===== src/rtl/hm01b0_tx_pkg.sv =====
// Shared pattern codes, FSM states and counter sizing for the HM01B0-style stream transmitter.
package hm01b0_tx_pkg;

  typedef enum logic [1:0] {
    PAT_CHECK1 = 2'd0,
    PAT_CHECK8 = 2'd1,
    PAT_XRAMP  = 2'd2,
    PAT_XYRAMP = 2'd3
  } pattern_e;

  typedef enum logic [2:0] {
    ST_IDLE,
    ST_VFRONT,
    ST_LINE,
    ST_HBLANK,
    ST_VBACK
  } state_e;

  // Width of a counter stepping through n values 0..n-1 (never narrower than one bit).
  function automatic int cnt_w(input int n);
    return (n > 1) ? $clog2(n) : 1;
  endfunction

endpackage


===== src/rtl/hm01b0_pattern_gen.sv =====
// Combinational test-pattern source: (x, y, pattern) -> 8-bit pixel, no latency, no flow control.
module hm01b0_pattern_gen
  import hm01b0_tx_pkg::*;
(
  input  logic [7:0] i_x,
  input  logic [7:0] i_y,
  input  pattern_e   i_pattern,
  output logic [7:0] o_pix
);

  always_comb begin
    o_pix = 8'h00;
    case (i_pattern)
      PAT_CHECK1: o_pix = (i_x[0] ^ i_y[0]) ? 8'hFF : 8'h00;
      PAT_CHECK8: o_pix = (i_x[3] ^ i_y[3]) ? 8'hFF : 8'h00;
      PAT_XRAMP:  o_pix = i_x;
      PAT_XYRAMP: o_pix = i_x + i_y;
      default:    o_pix = 8'h00;
    endcase
  end

endmodule


===== src/rtl/hm01b0_stream_tx.sv =====
// HM01B0-style camera transmitter: free-running pixclk, frame/line timing FSM stepping on pixclk falls.
// Outputs are registered and change only on the clock edge where pixclk drops; no backpressure.
module hm01b0_stream_tx
  import hm01b0_tx_pkg::*;
#(
  parameter int WIDTH   = 320,
  parameter int HEIGHT  = 240,
  parameter int H_BLANK = 16,
  parameter int V_FRONT = 8,
  parameter int V_BACK  = 32,
  parameter int CLKDIV  = 2
) (
  input  logic        i_clock,
  input  logic        i_reset,
  input  logic        i_enable,
  input  logic [1:0]  i_pattern_sel,
  output logic        o_pixclk,
  output logic [7:0]  o_pixdata,
  output logic        o_hsync,
  output logic        o_vsync,
  output logic        o_frame_done,
  output logic [15:0] o_frame_count
);

  localparam int DIV_W  = cnt_w(CLKDIV);
  localparam int X_W    = cnt_w(WIDTH);
  localparam int Y_W    = cnt_w(HEIGHT);
  localparam int B_MAX0 = (H_BLANK > V_FRONT) ? H_BLANK : V_FRONT;
  localparam int B_MAX  = (B_MAX0 > V_BACK) ? B_MAX0 : V_BACK;
  localparam int B_W    = cnt_w(B_MAX);

  localparam logic [DIV_W-1:0] DIV_LAST = DIV_W'(CLKDIV - 1);
  localparam logic [X_W-1:0]   X_LAST   = X_W'(WIDTH - 1);
  localparam logic [Y_W-1:0]   Y_LAST   = Y_W'(HEIGHT - 1);
  // A zero-length blanking phase still occupies exactly one tick.
  localparam logic [B_W-1:0]   HB_LAST  = B_W'((H_BLANK > 0) ? H_BLANK - 1 : 0);
  localparam logic [B_W-1:0]   VF_LAST  = B_W'((V_FRONT > 0) ? V_FRONT - 1 : 0);
  localparam logic [B_W-1:0]   VB_LAST  = B_W'((V_BACK > 0) ? V_BACK - 1 : 0);

  logic [DIV_W-1:0] r_div;
  logic             r_pixclk;
  state_e           r_state;
  pattern_e         r_pat;
  logic [X_W-1:0]   r_x;
  logic [Y_W-1:0]   r_y;
  logic [B_W-1:0]   r_cnt;
  logic [7:0]       r_pixdata;
  logic             r_hsync;
  logic             r_vsync;
  logic             r_frame_done;
  logic [15:0]      r_frame_count;

  logic             w_tick;
  logic [7:0]       w_gen_x;
  logic [7:0]       w_gen_y;
  logic [7:0]       w_pix;

  assign w_tick = r_pixclk && (r_div == DIV_LAST);

  // The generator looks one pixel ahead: the value it produces is registered on the coming tick.
  always_comb begin
    w_gen_x = 8'd0;
    w_gen_y = 8'(r_y);
    case (r_state)
      ST_LINE:   w_gen_x = 8'(r_x) + 8'd1;
      ST_HBLANK: w_gen_y = 8'(r_y) + 8'd1;
      default:   ;
    endcase
  end

  hm01b0_pattern_gen u_pattern_gen (
    .i_x       (w_gen_x),
    .i_y       (w_gen_y),
    .i_pattern (r_pat),
    .o_pix     (w_pix)
  );

  always_ff @(posedge i_clock or posedge i_reset) begin
    if (i_reset) begin
      r_div         <= '0;
      r_pixclk      <= 1'b0;
      r_state       <= ST_IDLE;
      r_pat         <= PAT_CHECK1;
      r_x           <= '0;
      r_y           <= '0;
      r_cnt         <= '0;
      r_pixdata     <= 8'h00;
      r_hsync       <= 1'b0;
      r_vsync       <= 1'b0;
      r_frame_done  <= 1'b0;
      r_frame_count <= 16'h0000;
    end else begin
      r_frame_done <= 1'b0;
      if (r_div == DIV_LAST) begin
        r_div    <= '0;
        r_pixclk <= ~r_pixclk;
      end else begin
        r_div <= r_div + DIV_W'(1);
      end

      if (w_tick) begin
        case (r_state)
          ST_IDLE: begin
            if (i_enable) begin
              r_pat   <= pattern_e'(i_pattern_sel);
              r_x     <= '0;
              r_y     <= '0;
              r_cnt   <= '0;
              r_vsync <= 1'b1;
              r_state <= ST_VFRONT;
            end
          end
          ST_VFRONT: begin
            if (r_cnt == VF_LAST) begin
              r_hsync   <= 1'b1;
              r_pixdata <= w_pix;
              r_x       <= '0;
              r_state   <= ST_LINE;
            end else begin
              r_cnt <= r_cnt + B_W'(1);
            end
          end
          ST_LINE: begin
            if (r_x == X_LAST) begin
              r_hsync   <= 1'b0;
              r_pixdata <= 8'h00;
              r_cnt     <= '0;
              r_state   <= ST_HBLANK;
            end else begin
              r_x       <= r_x + X_W'(1);
              r_pixdata <= w_pix;
            end
          end
          ST_HBLANK: begin
            if (r_cnt != HB_LAST) begin
              r_cnt <= r_cnt + B_W'(1);
            end else if (r_y != Y_LAST) begin
              r_y       <= r_y + Y_W'(1);
              r_x       <= '0;
              r_hsync   <= 1'b1;
              r_pixdata <= w_pix;
              r_state   <= ST_LINE;
            end else begin
              r_vsync       <= 1'b0;
              r_frame_done  <= 1'b1;
              r_frame_count <= r_frame_count + 16'd1;
              r_cnt         <= '0;
              r_state       <= ST_VBACK;
            end
          end
          ST_VBACK: begin
            if (r_cnt == VB_LAST) r_state <= ST_IDLE;
            else                  r_cnt   <= r_cnt + B_W'(1);
          end
          default: r_state <= ST_IDLE;
        endcase
      end
    end
  end

  assign o_pixclk      = r_pixclk;
  assign o_pixdata     = r_pixdata;
  assign o_hsync       = r_hsync;
  assign o_vsync       = r_vsync;
  assign o_frame_done  = r_frame_done;
  assign o_frame_count = r_frame_count;

endmodule


===== config.mk =====
export PLATFORM = sky130hd
export DESIGN_NAME = hm01b0_stream_tx
export DESIGN_NICKNAME = d
export VERILOG_FILES = /design/src/rtl/hm01b0_tx_pkg.sv /design/src/rtl/hm01b0_pattern_gen.sv /design/src/rtl/hm01b0_stream_tx.sv
export SDC_FILE = /design/constraint.sdc
export NUM_CORES = 1
export LEC_CHECK = 0
export ABC_AREA = 1
export CAP_MARGIN = 25
export CORE_MARGIN = 3
export CORE_UTILIZATION = 60
export DETAILED_ROUTE_END_ITERATION = 12
export GPL_TIMING_DRIVEN = 1
export PLACE_DENSITY = 0.88
export SETUP_SLACK_MARGIN = 0.15
export SKIP_LAST_GASP = 1
export SLEW_MARGIN = 15
export SYNTH_ARGS = -nofsm -noshare
export SYNTH_HDL_FRONTEND = slang
export SYNTH_SLANG_ARGS = --single-unit

===== constraint.sdc =====
create_clock -name i_clock -period 6.8 [get_ports i_clock]
set_input_delay 1.7 -clock i_clock [delete_from_list [all_inputs] [get_ports i_clock]]
set_output_delay 1.7 -clock i_clock [all_outputs]
set_load 0.005 [all_outputs]

Word level (Yosys, flattened, before mapping). Index checks and enable logic that the tools add are counted. W data, S select, Z words.

Bitwise logic cells: 5. Equality and inequality tests: 23. Add/subtract/negate cells: 7. Reductions and logical operators: 16. Mux-type cells: 48.

Operators by type and width (number): $mux W8 (11); $mux W9 (5); $pmux W9 S4 (1); $pmux W8 S4 (1); $mux W5 (6); $pmux W5 S5 (1); $pmux W8 S3 (1); $ne A2 B2 Y1 const B (10); $mux W3 (6); $add A16 B1 Y16 const B (1); $add A8 B1 Y8 const B (2); $pmux W8 S2 (1); $pmux W3 S5 (1); $reduce_and A5 Y1 (3); $reduce_and A7 Y1 (2); $mux W1 (12); $reduce_and A6 Y1 (2); $add A9 B1 Y9 const B (1); $eq A9 B9 Y1 const B (1); $add A8 B8 Y8 (1); $ne A8 B8 Y1 const B (1); $eq A3 B2 Y1 const B (2); $add A5 B1 Y5 const B (1); $eq A5 B3 Y1 const B (1); 21 further kinds (25).

Bits in registers: 56. Output and inout port bits: 28. Word-level logic and storage cells: 111.

Depth between registers and ports, before layout. Gate-level depths: netlist (run 1).

Depth after elaboration: 8. Gate-level depth with buffers: 20.

Hierarchy. From an unflattened synthesis (run 1), not the netlist that was laid out.

Cell total of the unflattened synthesis: 571. Area total of the unflattened synthesis: 3973.8 µm².

Modules (own cells, without submodules): hm01b0_stream_tx (area each 3473.3 µm², times used 1, seq. area each 1401.3 µm², cells an instance 476); hm01b0_pattern_gen (area each 500.5 µm², times used 1, seq. area each 0.0 µm², cells an instance 95).

Worst setup path before layout (run 1). Ideal clock, no wire load.

Path type: reg-to-reg. From: reg r_state[0]. To: reg r_pixdata[6] (netlist: o_pixdata[6]). Buffers on the path: 0. Setup time: 0.120 ns. Stages on the path, launching flop included: 20. Setup slack: 4.315 ns. Arrival: 2.365 ns. Path through: dfrtp_1 or2_1 nor2_4 inv_2 nor2_1 ha_1 inv_1 fa_1 inv_1 nand3_1 nand2_1 nand2_1 nand2_1 nand2_1 nand2_1 nand2_1 nand3_1 nand3_1 o21ai_1 nand2_1.

Word-level cells in the longest chain between the ends: 8.

RTL lines: start: declaration (line hm01b0_stream_tx.sv:42) `state_e r_state;`; start signal: assignment (line hm01b0_stream_tx.sv:82) `r_state <= ST_IDLE;`; start signal: assignment (line hm01b0_stream_tx.sv:110) `r_state <= ST_VFRONT;`; start signal: assignment (line hm01b0_stream_tx.sv:118) `r_state <= ST_LINE;`; $eq A3 B2 Y1 (*) (line hm01b0_stream_tx.sv:64) `case (r_state)`; $mux W8 (*) (line hm01b0_stream_tx.sv:64); via u_pattern_gen.i_x[0] (line hm01b0_pattern_gen.sv:5) `input logic [7:0] i_x,`; parallel branches: the longest is 2 deep, another holds $add A8 B8 Y8; $pmux W8 S4 (*) (line hm01b0_pattern_gen.sv:13) `case (i_pattern)`; $mux W8 (line hm01b0_stream_tx.sv:137) `end else if (r_y != Y_LAST) begin`; $mux W8 (line hm01b0_stream_tx.sv:135) `if (r_cnt != HB_LAST) begin`; $pmux W8 S3 (*) (line hm01b0_stream_tx.sv:102) `case (r_state)`; end signal: assignment (line hm01b0_stream_tx.sv:116) `r_pixdata <= w_pix;`; end signal: assignment (line hm01b0_stream_tx.sv:131) `r_pixdata <= w_pix;`; end signal: assignment (line hm01b0_stream_tx.sv:141) `r_pixdata <= w_pix;`; end: declaration (line hm01b0_stream_tx.sv:47) `logic [7:0] r_pixdata;`.

Mark *: on every way through the listed nets, which the timed path passes. The select of a mux whose other input is x is not followed. A chain may end at the register's enable or synchronous reset.

Final worst setup path (run 1).
From: reg r_state[2]. To: reg r_pixdata[6] (netlist: o_pixdata[6]).

Word-level cells in the longest chain between the ends: 8.

RTL lines: parallel branches: the longest is 8 deep, another holds $add A8 B8 Y8.

Several ways; the timed one is not identified. The select of a mux whose other input is x is not followed.

==> impl_metrics.yaml, run 1 <==
hold_path:
  hp-class: "flop to flop"
  timing.hold.worst_path_depth: 1
  hold_path_end: "r_div$_DFF_PP0_"
  worst_hold_startpoint: "r_div$_DFF_PP0_"
timing:
  max_slew.worst_pin.slew_ps: 708.3
  timing_max_transition_violations_final: 0
  hold_violations: 0
  timing.final.ws_setup_ps: 3681
  max_clock_freq_ghz: 0.3206
  timing.clock.skew_ps: 14.20
  post-route-period-util_pct: 45.88
  rsz0062_at_grt: "no"
  fin_setup_tns_ps: 0
  slew_headroom_pct: 52.42
  finalWorstPathRequiredPeriod_ps: 3120
  setup_viol_count_final: 0
synth:
  synthMuxAreaShare_pct: 0.6461
  post_synth_inst_count: 464
  synth_top_cell_by_area: "sky130_fd_sc_hd__dfrtp_1"
  synth_xor_area_share_pct: 3.769
  share_of_the_yosys_chip_area_belonging_to_registers_pct: 40.20
  yosysWarnings: 0
  post_synth_main_area_contributors: "sky130_fd_sc_hd__dfrtp_1 (40%), sky130_fd_sc_hd__nand2_1 (12%), sky130_fd_sc_hd__inv_1 (5.9%)"
  mappedNetlistArea_mm2: 0.003486
  yosys.area_share.simple_pct: 29.54
  synthesis_stage_register_bit_count: 56
  largest_family_of_logic_cells_by_synthesized_area: "simple AND/OR/NAND/NOR gates"
  syn_nets: 485
  avgSynthCellArea_um2: 7.513
  yosys.area_share.adder_pct: 5.958
  post-synth-top-area-fraction_pct: 40.20
  synth_area_in_compound_gates_pct: 11.52
  synth_cell_types: 36
detailed_routing:
  wl_mm: 7.383
  vias_cell: 5.451
  first_iter_violations: 214
  post_drt_antenna_nets: 0
  drt-wirelength-per-cell_um: 12.86
  detail_route.drc_violations: 0
  drt_pass1_iterations: 5
  vias: 3129
clock_network:
  number_of_buffers_added_to_fix_hold_violations_after_cts: 0
  clk_pin_slew_ps: 100
  h_tree_levels: 2
  clock_insertion_delay_worst_skew_ps: 320
  cts_num_sinks: 56
  root_buf_cell: "sky130_fd_sc_hd__clkbuf_8"
  cts_tree: "done"
  numCtsBuffers: 5
  post-cts-setup-buffers: 0
  clockBufferDepth: 2
  ctsResizeCount: 0
power_and_ir_drop:
  vdd_drop_max_mv: 0.1887
  leak_nw: 1.922
  pwr_cell_area_mw_per_mm2: 242.3
  report.power.total_mw: 0.9646
grt:
  grt.total_usage_pct: 24.71
  via_count_of_the_first_global_routing_pass: 2910
  antenna_violations_before_repair: 0
  grt_overflow: 0
  grt_pass1_wl_mm: 13.06
  grt_start_max_net_pins: 57
setup_path:
  r2r-start: "r_state[2]$_DFFE_PP0P_"
  regToRegSetupSlack_ps: 3680
  critPathArrivalTime_ps: 3340
  critical_path.max_fanout: 15
  r2r_end: "o_pixdata[6]$_DFFE_PP0P_"
  criticalPathCategory: "flop to flop"
  critical_path_required_ps: 7020
  worstSetupStartpointType: "flop"
  worst-r2r-cell-count: 20
  critPathCaptureType: "flop"
placement:
  dp_hpwl_mm: 5.652
  io_buffers: 32
  place_worst_setup_slack_ps: 3689
  gp_routability_congestion: 0.9554
floorplan:
  die-width_um: 82.22
  die_extent_in_y_um: 82.22
  core.rowCount: 27
  placeableCoreArea_mm2: 0.005574
  dieArea_mm2: 0.006760
  boundaryPins: 33
  initial_util_pct: 62.54
layout:
  final_common_cell: "sky130_fd_sc_hd__nand2_1"
  insertedDiodeCount: 0
  layout_common_cells: "sky130_fd_sc_hd__nand2_1 (113), sky130_fd_sc_hd__dfrtp_1 (56), sky130_fd_sc_hd__inv_1 (54), sky130_fd_sc_hd__nor2_1 (39), sky130_fd_sc_hd__clkdlybuf4s50_1 (32)"
  final_layout_size_suffix_gt1_share_pct: 10.56
  area_growth_pct: 14.18
  num-nets-final: 522
  fillerInstances: 428
run:
  max-cap-violations: 0
status:
  status: "complete, no violations"
-- critical path, cell delays in order, from the launching register on --
cell and delay [ps]:
sky130_fd_sc_hd__dfrtp_1 420, sky130_fd_sc_hd__inv_2 120, sky130_fd_sc_hd__nand3_2 320, sky130_fd_sc_hd__inv_2 270, sky130_fd_sc_hd__ha_1 260, sky130_fd_sc_hd__inv_1 90, sky130_fd_sc_hd__ha_1 200, sky130_fd_sc_hd__inv_1 70
sky130_fd_sc_hd__fa_1 350, sky130_fd_sc_hd__inv_1 90, sky130_fd_sc_hd__nand3_1 70, sky130_fd_sc_hd__nand2_1 110, sky130_fd_sc_hd__nand2_1 60, sky130_fd_sc_hd__nand2_1 60, sky130_fd_sc_hd__nand2_1 60, sky130_fd_sc_hd__nand2_1 60
sky130_fd_sc_hd__nand2_1 40, sky130_fd_sc_hd__nand3_1 90, sky130_fd_sc_hd__nand3_1 80, sky130_fd_sc_hd__o21ai_1 130, sky130_fd_sc_hd__nand2_1 60
-- state kept, by name, indices dropped and copies added, names as in the netlist, 2 cells and up --
signal / count
o_frame_count: 16
o_pixdata: 8
r_cnt: 5
r_pat: 2
r_state: 3
r_x: 9
r_y: 8
-- worst max-delay path by stage --
stage                                    to  slack (ps)              startpoint
2_1_floorplan  o_frame_count[0]$_DFFE_PP0P_        3730                 i_reset
6_report           o_pixdata[6]$_DFFE_PP0P_        3680  r_state[2]$_DFFE_PP0P_
5_1_grt            o_pixdata[6]$_DFFE_PP0P_        3410  r_state[2]$_DFFE_PP0P_
3_3_place_gp             r_x[8]$_DFFE_PP0P_        3700                i_enable
3_5_place_dp             r_x[8]$_DFFE_PP0P_        3690                i_enable
4_1_cts            o_pixdata[6]$_DFFE_PP0P_        3730  r_state[2]$_DFFE_PP0P_
-- metrics by stage --
| stage | util (%) | hold slack, ps | std cells | area (µm²) |
|---|---|---|---|---|
| global placement | 69.79 | 430.3 | 566 | 3890 |
| floorplan | - | 416.8 | 464 | 3486 |
| CTS | 71.40 | 450.0 | 574 | 3980 |
| global route | 71.40 | 481.9 | 574 | 3980 |
| finish | 71.40 | 445.6 | 574 | 3980 |
| detailed placement | 69.79 | 434.4 | 566 | 3890 |
-- kinds of logic after synthesis --
kind of cell | after synthesis
AOI/OAI and AO/OA | 76
xor gates and xnor gates | 15
adders and majority gates | 16
buffers and inverters | 77
DFF | 56
muxes | 2
and+or+nand+nor | 222
-- cells in the mapped netlist --
master                        n
sky130_fd_sc_hd__inv_1       55
sky130_fd_sc_hd__nand3_2      2
sky130_fd_sc_hd__nand3b_1     1
sky130_fd_sc_hd__xnor2_1      2
sky130_fd_sc_hd__nor3_2       3
sky130_fd_sc_hd__nand3_1     28
sky130_fd_sc_hd__nand2_2      4
sky130_fd_sc_hd__o2bb2ai_1    1
sky130_fd_sc_hd__inv_2       18
sky130_fd_sc_hd__o21bai_1     1
sky130_fd_sc_hd__nor2_2       3
sky130_fd_sc_hd__mux2_2       2
sky130_fd_sc_hd__clkinv_1     1
sky130_fd_sc_hd__a21oi_1     22
sky130_fd_sc_hd__nand4_1      6
sky130_fd_sc_hd__a31o_2       1
sky130_fd_sc_hd__nand3_4      1
sky130_fd_sc_hd__dfrtp_1     56
sky130_fd_sc_hd__nor4_1       1
sky130_fd_sc_hd__o21ai_2      2
sky130_fd_sc_hd__nor2_4       5
sky130_fd_sc_hd__nand2_1    113
sky130_fd_sc_hd__o21ai_0     17
sky130_fd_sc_hd__nor3_1      13
sky130_fd_sc_hd__nor2_1      39
sky130_fd_sc_hd__o22ai_1      1
sky130_fd_sc_hd__nor4_2       1
sky130_fd_sc_hd__nor3_4       1
sky130_fd_sc_hd__xor2_1      13
sky130_fd_sc_hd__ha_1        15
sky130_fd_sc_hd__o21ai_1     30
sky130_fd_sc_hd__or2_1        1
sky130_fd_sc_hd__fa_1         1
sky130_fd_sc_hd__clkbuf_1     1
sky130_fd_sc_hd__buf_2        2
sky130_fd_sc_hd__o211ai_1     1
-- area by class of cell --
| cell class | count | area [µm²] | area share [%] |
|---|---|---|---|
| Clock buffer | 5 | 68.82 | 1.729 |
| Clock inverter | 3 | 21.27 | 0.5344 |
| Inverter | 74 | 277.8 | 6.979 |
| Multi-Input combinational cell | 331 | 1793 | 45.05 |
| Sequential cell | 56 | 1401 | 35.21 |
| Tap cell | 72 | 90.09 | 2.263 |
| Timing Repair Buffer | 33 | 327.8 | 8.236 |
-- report_power, final --
| group | internal, mW | switching [mW] | total [mW] |
|---|---|---|---|
| Combinational | 0.136 | 0.209 | 0.344 |
| Sequential | 0.389 | 0.0446 | 0.433 |
| Clock | 0.0734 | 0.113 | 0.187 |
-- per-layer routing --
metal	vias up	wire length, µm	GRT usage [%]	share of wire [%]
met5	-	0	0	0
met1	1447	3375	33.91	46
met2	102	3407	39.66	46
li1	1565	-	-	-
met4	0	161	8.472	2.2
met3	15	439	3.905	5.9
Note: power is estimated with default switching activity, not from simulation.
==> run 2, diff against run 1 <==
- CORE_UTILIZATION: 60 -> 52
- PLACE_DENSITY: 0.88 -> 0.81
- clock period: 6.8 -> 2.7 ns (I/O delays scaled with it)
==> run 2 against run 1 <==
First-iteration DRC count increased by 61%. Flip-flop and latch count stayed put. Core utilization down 4.5 points. Sequential power rose to 2.5 times the previous value. Fmax up 21%. Final area increased by 7.9%. Clock power grew to 2.6 times the previous value. Die area increased by 14%. Critical path depth decreased by 4. Combinational power rose to 3.4 times the previous value. Highest routed layer unchanged.
==> impl_metrics.yaml, run 2 (synthesis gave the netlist of run 1 again) <==
status:
  status: "complete, no violations"
setup_path:
  critical_path.max_fanout: 6
  critical_path_required_ps: 2930
  regToRegSetupSlack_ps: 130
  criticalPathCategory: "flop to flop"
  critPathCaptureType: "flop"
  worstSetupStartpointType: "flop"
  critPathArrivalTime_ps: 2800
timing:
  max_slew.worst_pin.slew_ps: 628.9
  post-route-period-util_pct: 95.09
  setup_viol_count_final: 0
  fin_setup_tns_ps: 0
  fin_worst_hold_slack_ps: 454.6
  slew_headroom_pct: 58.07
  timing_max_transition_violations_final: 0
  max_clock_freq_ghz: 0.3895
  hold_violations: 0
  timing.clock.skew_ps: 13.68
  rsz0062_at_grt: "yes"
  finalWorstPathRequiredPeriod_ps: 2567
floorplan:
  core.rowCount: 29
  dieArea_mm2: 0.007722
  initial_util_pct: 54.28
  die-width_um: 87.88
  boundaryPins: 33
  die_extent_in_y_um: 87.88
  placeableCoreArea_mm2: 0.006422
power_and_ir_drop:
  vdd_drop_max_mv: 0.3634
  switchingPower_mw: 1.045
  pwr_cell_area_mw_per_mm2: 639.6
  leak_nw: 2.039
  sw_frac_of_total_pct: 38.03
  p_int_mw: 1.702
  share_clk_of_total_power_pct: 18.0
  seq_power_share_pct: 39.6
  report.power.total_mw: 2.746
  power.share.combinational_pct: 42.4
layout:
  num-nets-final: 543
  insertedDiodeCount: 0
  largest_reg_flops: 16
  fillerInstances: 520
  area_growth_pct: 23.19
  layout.cells.non_filler: 600
  final_common_cell: "sky130_fd_sc_hd__nand2_1"
  final_layout_size_suffix_gt1_share_pct: 19.31
  layout_common_cells: "sky130_fd_sc_hd__nand2_1 (109), sky130_fd_sc_hd__dfrtp_1 (54), sky130_fd_sc_hd__inv_1 (51), sky130_fd_sc_hd__nor2_1 (36)"
placement:
  dp_hpwl_mm: 6.012
  gp_routability_congestion: 0.9197
  placedCellCount: 579
  io_buffers: 32
detailed_routing:
  wl_mm: 8.514
  post_drt_antenna_nets: 0
  drt-wirelength-per-cell_um: 14.19
  vias_cell: 5.565
  detail_route.drc_violations: 0
  vias: 3339
  first_iter_violations: 344
  drt_pass1_iterations: 6
clock_network:
  number_of_buffers_added_to_fix_hold_violations_after_cts: 0
  h_tree_levels: 2
  cts_num_sinks: 56
  root_buf_cell: "sky130_fd_sc_hd__clkbuf_8"
  clk_pin_slew_ps: 110
  clockBufferDepth: 2
  numCtsBuffers: 5
  cts_tree: "done"
  clock_insertion_delay_worst_skew_ps: 330
grt:
  globalRouteMet2Util_pct: 37.47
  grt_use_met1_pct: 29.14
  grt_start_max_net_pins: 24
  antenna_violations_before_repair: 0
  grt.total_usage_pct: 22.17
  global_route.peak_usage_layer: "met2"
  grt_overflow: 0
  grtUsageMet3_pct: 3.857
  via_count_of_the_first_global_routing_pass: 3025
  grt_pass1_wl_mm: 13.66
run:
  max-cap-violations: 0
hold_path:
  hp-class: "flop to flop"
==> run 2: cell count changes in the layout (fill, tap and decap cells not counted), moves of 5 or more <==
cell | previous run | this run
sky130_fd_sc_hd__nand3_1 | 28 | 23
sky130_fd_sc_hd__o21ai_0 | 17 | 12
sky130_fd_sc_hd__nand3_2 | 2 | 7
sky130_fd_sc_hd__ha_1 | 15 | 10
sky130_fd_sc_hd__buf_4 | 1 | 19
==> run 2: path summary, 6_finish.rpt <==
kind,end,startpoint,cells after the start
max,o_pixdata[6]$_DFFE_PP0P_,r_state[0]$_DFFE_PP0P_,16
min,r_div$_DFF_PP0_,r_div$_DFF_PP0_,1
min in group asynchronous,o_pixdata[7]$_DFFE_PP0P_,i_reset,2
min reg2reg,r_div$_DFF_PP0_,r_div$_DFF_PP0_,1
max reg2reg,o_pixdata[6]$_DFFE_PP0P_,r_state[0]$_DFFE_PP0P_,16
max in group asynchronous,r_state[1]$_DFFE_PP0P_,i_reset,3
==> run 2: worst max-delay path, stage by stage (launching register included) <==
cell	delay [ps]
sky130_fd_sc_hd__dfrtp_1	400
sky130_fd_sc_hd__or2_4	270
sky130_fd_sc_hd__nor2_4	150
sky130_fd_sc_hd__buf_6	130
sky130_fd_sc_hd__o21ai_1	70
sky130_fd_sc_hd__a21oi_2	230
sky130_fd_sc_hd__ha_4	270
sky130_fd_sc_hd__a21oi_1	250
sky130_fd_sc_hd__nand2_2	100
sky130_fd_sc_hd__nand2_1	60
sky130_fd_sc_hd__nand2_1	50
sky130_fd_sc_hd__nand2_1	70
sky130_fd_sc_hd__nand3b_1	70
sky130_fd_sc_hd__nand3_1	90
sky130_fd_sc_hd__nand3_2	70
sky130_fd_sc_hd__o21ai_2	130
sky130_fd_sc_hd__nand2_1	60
==> run 2: cell type report <==
cell class,count,area (µm²),area share [%]
Timing Repair Buffer,54,505.5,11.77
Tap cell,77,96.34,2.244
Multi-Input combinational cell,331,1914,44.58
Sequential cell,56,1404,32.69
Clock buffer,7,86.33,2.010
Clock inverter,1,7.507,0.1748
Inverter,74,280.3,6.527
==> run 2: power groups by stage <==
stage          logic [mW]  registers [mW]  clock network (mW)
6_report             1.16            1.09               0.495
5_1_grt              1.27            1.10               0.538
4_1_cts             0.942            1.08               0.505
3_5_place_dp        0.906            1.10                   0
3_3_place_gp        0.887            1.09                   0
2_1_floorplan       0.579            1.09                   0
==> run 2: timing repair <==
| item | in CTS | in global routing |
|---|---|---|
| setup endpoints to repair | 2 | 6 |
| pin swaps | 1 | 12 |
| gates cloned | 0 | 0 |
| gates resized for setup | 4 | 36 |
| buffers inserted | 2 | 11 |
==> run 2: through the flow <==
stage,worst slack [ps],util [%],cell area (µm²)
6_report,132.5,66.86,4294
4_1_cts,158.7,63.61,4085
2_1_floorplan,214.8,-,3486
3_5_place_dp,88.95,61.80,3969
5_1_grt,10.29,66.86,4294
3_3_place_gp,188.7,61.80,3969
==> run 2: layer usage <==
layer | wire length [µm] | share of wire [%]
met5 | 0 | 0
met4 | 233 | 2.7
met3 | 488 | 5.7
met2 | 4045 | 48
met1 | 3747 | 44
==> RTL edit 1: new RTL, flow settings as in run 1 <==
Reset style: synchronous (`i_reset`), changed in one clocked block.
--- a/src/rtl/hm01b0_stream_tx.sv
+++ b/src/rtl/hm01b0_stream_tx.sv
@@ -77,3 +77,3 @@
 
-  always_ff @(posedge i_clock or posedge i_reset) begin
+  always_ff @(posedge i_clock) begin
     if (i_reset) begin
Check against the original RTL: differs if i_reset is asserted again (counterexample within 4 cycles, from zero or initial values and one cycle with i_reset high); with i_reset held inactive, the same outputs for 10 cycles.
==> RTL edit 1 against run 1 <==
  * Synthesized area down 2.2%
  * Cell area down 2.8%
  * Synthesized cell count up 6.5%
  * Register-to-register slack better by 99 ps
  * Critical endpoint is now r_cnt[3]
  * Sequential cell count unchanged
  * Worst setup slack worse by 560 ps
  * Wire length up 4.4%
Power is not compared: it rests on default switching activity, and its combinational part moved more than twofold at a synthesized area within 25%.
==> RTL edit 1: results (changes against run 1) <==
SYNTHESIS
-------------------------------------------------------------------------------
Mux contribution to synthesized area                                          0   was 0.00646
Fraction of the mapped netlist area in compound gates                     0.171   was 0.115
Gate count after technology mapping                                         494   was 464
Sequential share of the synthesized area                                  0.329   was 0.402
Leading cell types by count after synthesis                        sky130_fd_sc_hd__nand2_1, sky130_fd_sc_hd__inv_1, sky130_fd_sc_hd__dfxtp_1   was sky130_fd_sc_hd__nand2_1, sky130_fd_sc_hd__dfrtp_1, sky130_fd_sc_hd__inv_1
Primary flip-flop cell chosen by synthesis mapping                 sky130_fd_sc_hd__dfxtp_1   was sky130_fd_sc_hd__dfrtp_1
Leading cell types by total area after synthesis                   sky130_fd_sc_hd__dfxtp_1, sky130_fd_sc_hd__nand2_1, sky130_fd_sc_hd__a21oi_1, sky130_fd_sc_hd__inv_1, sky130_fd_sc_hd__o21ai_0   was sky130_fd_sc_hd__dfrtp_1, sky130_fd_sc_hd__nand2_1, sky130_fd_sc_hd__inv_1, sky130_fd_sc_hd__ha_1, sky130_fd_sc_hd__o21ai_1
Post-Syn Nets                                                               515   was 485
Xor and xnor fraction of the mapped netlist area                        0.00771   was 0.0377
Synthesized-area fraction occupied by adder cells                        0.0609   was 0.0596

SETUP PATH
-------------------------------------------------------------------------------
Reg-to-reg endpoint                                                o_pixdata[6]   unchanged
Worst reg-to-reg setup slack                                            3780 ps   was 3680 ps
Worst stage delay on the critical path                                   890 ps   was 420 ps
CP delay by family, top                                            buffers and inverters   was simple AND/OR/NAND/NOR gates
Arrival time of the worst setup path                                    3920 ps   was 3340 ps
Worst reg2reg startpoint                                             r_state[2]   unchanged
Worst-path fanout max                                                        32   was 15

PLACED DESIGN
-------------------------------------------------------------------------------
Final weighted congestion of routability-driven global placement          0.885   was 0.955
Placed wire-length estimate after detailed placement                    5830 um   was 5650 um
Cell area after placement                                          0.00378 sq mm   was 0.00389 sq mm
Worst slack, placed                                                     2810 ps   was 3690 ps

LAYOUT
-------------------------------------------------------------------------------
Core occupancy in the finished layout                                     0.730   was 0.714
Final-layout fill cell count                                                421   was 428
Final non-filler cell total                                                 596   was 574
Number of nets in the layout                                                546   was 522

TIMING
-------------------------------------------------------------------------------
Slew headroom                                                             0.395   was 0.524
Fin Clk Skew                                                            8.24 ps   was 14.2 ps
WHS                                                                      459 ps   was 446 ps

GRT
-------------------------------------------------------------------------------
Met1 track utilization from global routing                                0.332   was 0.339
All-Layer GR Usage                                                        0.250   was 0.247
Vias in the first global route                                             2992   was 2910
Maximum number of pins on one net before global-route repair                 33   was 57
Wire length of the first global-routing pass                           13200 um   was 13100 um
GR Layer Usage met3                                                      0.0410   was 0.0390

MIN PATH
-------------------------------------------------------------------------------
Worst-case hold path end point                                            r_div   unchanged
Startpoint of the worst hold path                                         r_div   unchanged

ROUTING
-------------------------------------------------------------------------------
Routed length on met3                                                    378 um   was 439 um
Number of DRC violations after detailed-routing iteration 0                 233   was 214
Average wire length per cell after detail routing                       12.9 um   about the same
Routed via count                                                           3260   was 3129

OUTCOME
-------------------------------------------------------------------------------
Status                                                             finished clean   unchanged

==> RTL edit 1: cell count changes after synthesis, sizes merged, moves of 2 or more <==
| cell | run 1 | this run |
|---|---|---|
| a21oi | 22 | 56 |
| clkbuf | 1 | 5 |
| dfrtp | 56 | 0 |
| dfxtp | 0 | 56 |
| mux2 | 2 | 0 |
| nand2 | 117 | 96 |
| nand3 | 31 | 40 |
| nand4 | 6 | 10 |
| nor2 | 47 | 59 |
| o21ai | 49 | 45 |
| xor2 | 13 | 2 |
==> RTL edit 1: layout make-up <==
cell class                 instances  area share
clock inverter                     1     0.00194
multi-input combinational        356       0.509
timing repair buffer              32      0.0828
inverter                          74      0.0718
tap                               70      0.0226
clock buffer                       7      0.0223
sequential                        56       0.290
==> RTL edit 1: worst register-to-register path: stages, from the launching register on <==
cell	delay, ps
sky130_fd_sc_hd__dfxtp_1	410
sky130_fd_sc_hd__inv_2	160
sky130_fd_sc_hd__nand3_4	150
sky130_fd_sc_hd__inv_1	350
sky130_fd_sc_hd__ha_1	320
sky130_fd_sc_hd__inv_1	60
sky130_fd_sc_hd__ha_1	150
sky130_fd_sc_hd__inv_1	50
sky130_fd_sc_hd__fa_1	350
sky130_fd_sc_hd__inv_1	100
sky130_fd_sc_hd__nand3_1	100
sky130_fd_sc_hd__nand2_1	80
sky130_fd_sc_hd__nand2_1	70
sky130_fd_sc_hd__nand2_1	60
sky130_fd_sc_hd__nand2_1	60
sky130_fd_sc_hd__nand2_1	60
sky130_fd_sc_hd__nand2_1	40
sky130_fd_sc_hd__nand3_1	70
sky130_fd_sc_hd__nand4_1	90
sky130_fd_sc_hd__nand2_1	80
sky130_fd_sc_hd__a21oi_1	50
==> RTL edit 2: new RTL, settings of run 1 <==
Made on the original files. The parameter `H_BLANK` goes from 16 to 32.
--- a/src/rtl/hm01b0_stream_tx.sv
+++ b/src/rtl/hm01b0_stream_tx.sv
@@ -7,3 +7,3 @@
   parameter int HEIGHT  = 240,
-  parameter int H_BLANK = 16,
+  parameter int H_BLANK = 32,
   parameter int V_FRONT = 8,
Formal check against the unedited RTL: no difference found for any inputs over 10 cycles, from zero or initial values and one cycle with i_reset high; that may be too few to reach the edited logic, so the function may still have changed.
==> RTL edit 2 against run 1 <==
  * Via count is 3.3% lower
  * Synthesized area is 2.8% lower
  * Wire length increased by 4.3%
  * Count of clock-buffer cells in the layout grew 2
  * Register-to-register slack gained 270 ps
  * Worst setup slack improved by 68 ps
  * Cell area is 2.6% lower
  * Combinational power up 3%
  * Hold slack gained 25 ps
  * Core utilization up 2.1 points
  * Clock power is 4% higher
  * Sequential cell count did not move
  * Total power rose by 1.2%
  * Critical path type is now flip-flop to output pin
  * Largest cell class unchanged
  * Largest power group unchanged
  * Highest routed layer unchanged
==> RTL edit 2: results (changes against run 1) <==
PLACED DESIGN
--------------------------------------------------------------------------------
Final weighted congestion of routability-driven global placement           0.892   was 0.955
Count of placed standard cells including taps                                535   was 566
Worst slack, placed                                                      3600 ps   was 3690 ps
Cell area after placement                                           0.00378 sq mm   was 0.00389 sq mm
Placed wire-length estimate after detailed placement                     5810 um   was 5650 um

SYNTHESIS
--------------------------------------------------------------------------------
Sequential share of the synthesized area                                   0.414   was 0.402
Leading cell types by count after synthesis                         sky130_fd_sc_hd__nand2_1, sky130_fd_sc_hd__dfrtp_1, sky130_fd_sc_hd__inv_1   unchanged
Synth Area per Inst                                                   7.77 sq um   was 7.51 sq um
Leading cell types by total area after synthesis                    sky130_fd_sc_hd__dfrtp_1, sky130_fd_sc_hd__nand2_1, sky130_fd_sc_hd__inv_1, sky130_fd_sc_hd__ha_1, sky130_fd_sc_hd__nand3_1   was sky130_fd_sc_hd__dfrtp_1, sky130_fd_sc_hd__nand2_1, sky130_fd_sc_hd__inv_1, sky130_fd_sc_hd__ha_1, sky130_fd_sc_hd__o21ai_1
Post-Syn Nets                                                                455   was 485

LAYOUT
--------------------------------------------------------------------------------
Number of nets in the layout                                                 491   was 522
Final-layout fill cell count                                                 415   was 428
Fraction of final layout cells with drive strength greater than 1         0.0719   was 0.106

OUTCOME
--------------------------------------------------------------------------------
Status                                                              finished clean   unchanged

PWR
--------------------------------------------------------------------------------
Max VDD drop                                                            0.208 mV   was 0.189 mV
Switching power                                                         0.368 mW   was 0.367 mW
Sequential share of power                                                  0.437   was 0.449
Clock network power share                                                  0.199   was 0.194
Static leakage                                                           1.91 nW   was 1.92 nW

GRT
--------------------------------------------------------------------------------
Vias in the first global route                                              3050   was 2910
Wire length of the first global-routing pass                            13500 um   was 13100 um
All-Layer GR Usage                                                         0.262   was 0.247
Maximum number of pins on one net before global-route repair                  43   was 57

SETUP PATH
--------------------------------------------------------------------------------
Worst stage delay on the critical path                                    550 ps   was 420 ps
Worst reg-to-reg setup slack                                             3950 ps   was 3680 ps
Slowest stage cell, crit path                                       sky130_fd_sc_hd__clkdlybuf4s50_1   was sky130_fd_sc_hd__dfrtp_1
Worst setup endpoint                                                o_frame_count[10]   was o_pixdata[6]

ROUTING
--------------------------------------------------------------------------------
Average wire length per cell after detail routing                        14.2 um   was 12.9 um
Routed via count divided by cell count                                      5.57   was 5.45
Number of DRC violations after detailed-routing iteration 0                  143   was 214

TIMING
--------------------------------------------------------------------------------
Fin Clk Skew                                                             10.8 ps   was 14.2 ps
Minimum clock period                                                     3050 ps   was 3120 ps
WHS                                                                       470 ps   was 446 ps

-- RTL edit 2: final cells by class --
class,count,share of cell area
sequential,56,0.362
clock inverter,1,0.00194
timing repair buffer,33,0.0846
clock buffer,7,0.0223
tap,70,0.0226
multi-input combinational,316,0.448
inverter,60,0.0587
-- RTL edit 2: metal layers --
layer  part of all wire  track usage  vias up  wire (um)
met3              0.038       0.0355       26        296
met2               0.51        0.469       82       3920
met4              0.032        0.113        0        243
met1               0.42        0.315     1423       3240
met5                  0            0        -          0
li1                   -            -     1496          -
-- RTL edit 2: cell families after synthesis --
family          synth area share
simple gates               0.297
compound gates             0.117
buf+inv                   0.0735
flops                      0.414
xor+xnor                  0.0414
fa+ha+maj                 0.0539
mux                      0.00332
-- RTL edit 2: worst min-delay path by stage --
stage,end,startpoint,cells after the start
final,o_frame_count[15],o_frame_count[15],1
after global routing,r_div,r_div,1
after CTS,r_div,r_div,1
after detailed placement,r_div,r_div,1
after global placement,r_div,r_div,1
after floorplan,r_div,r_div,1
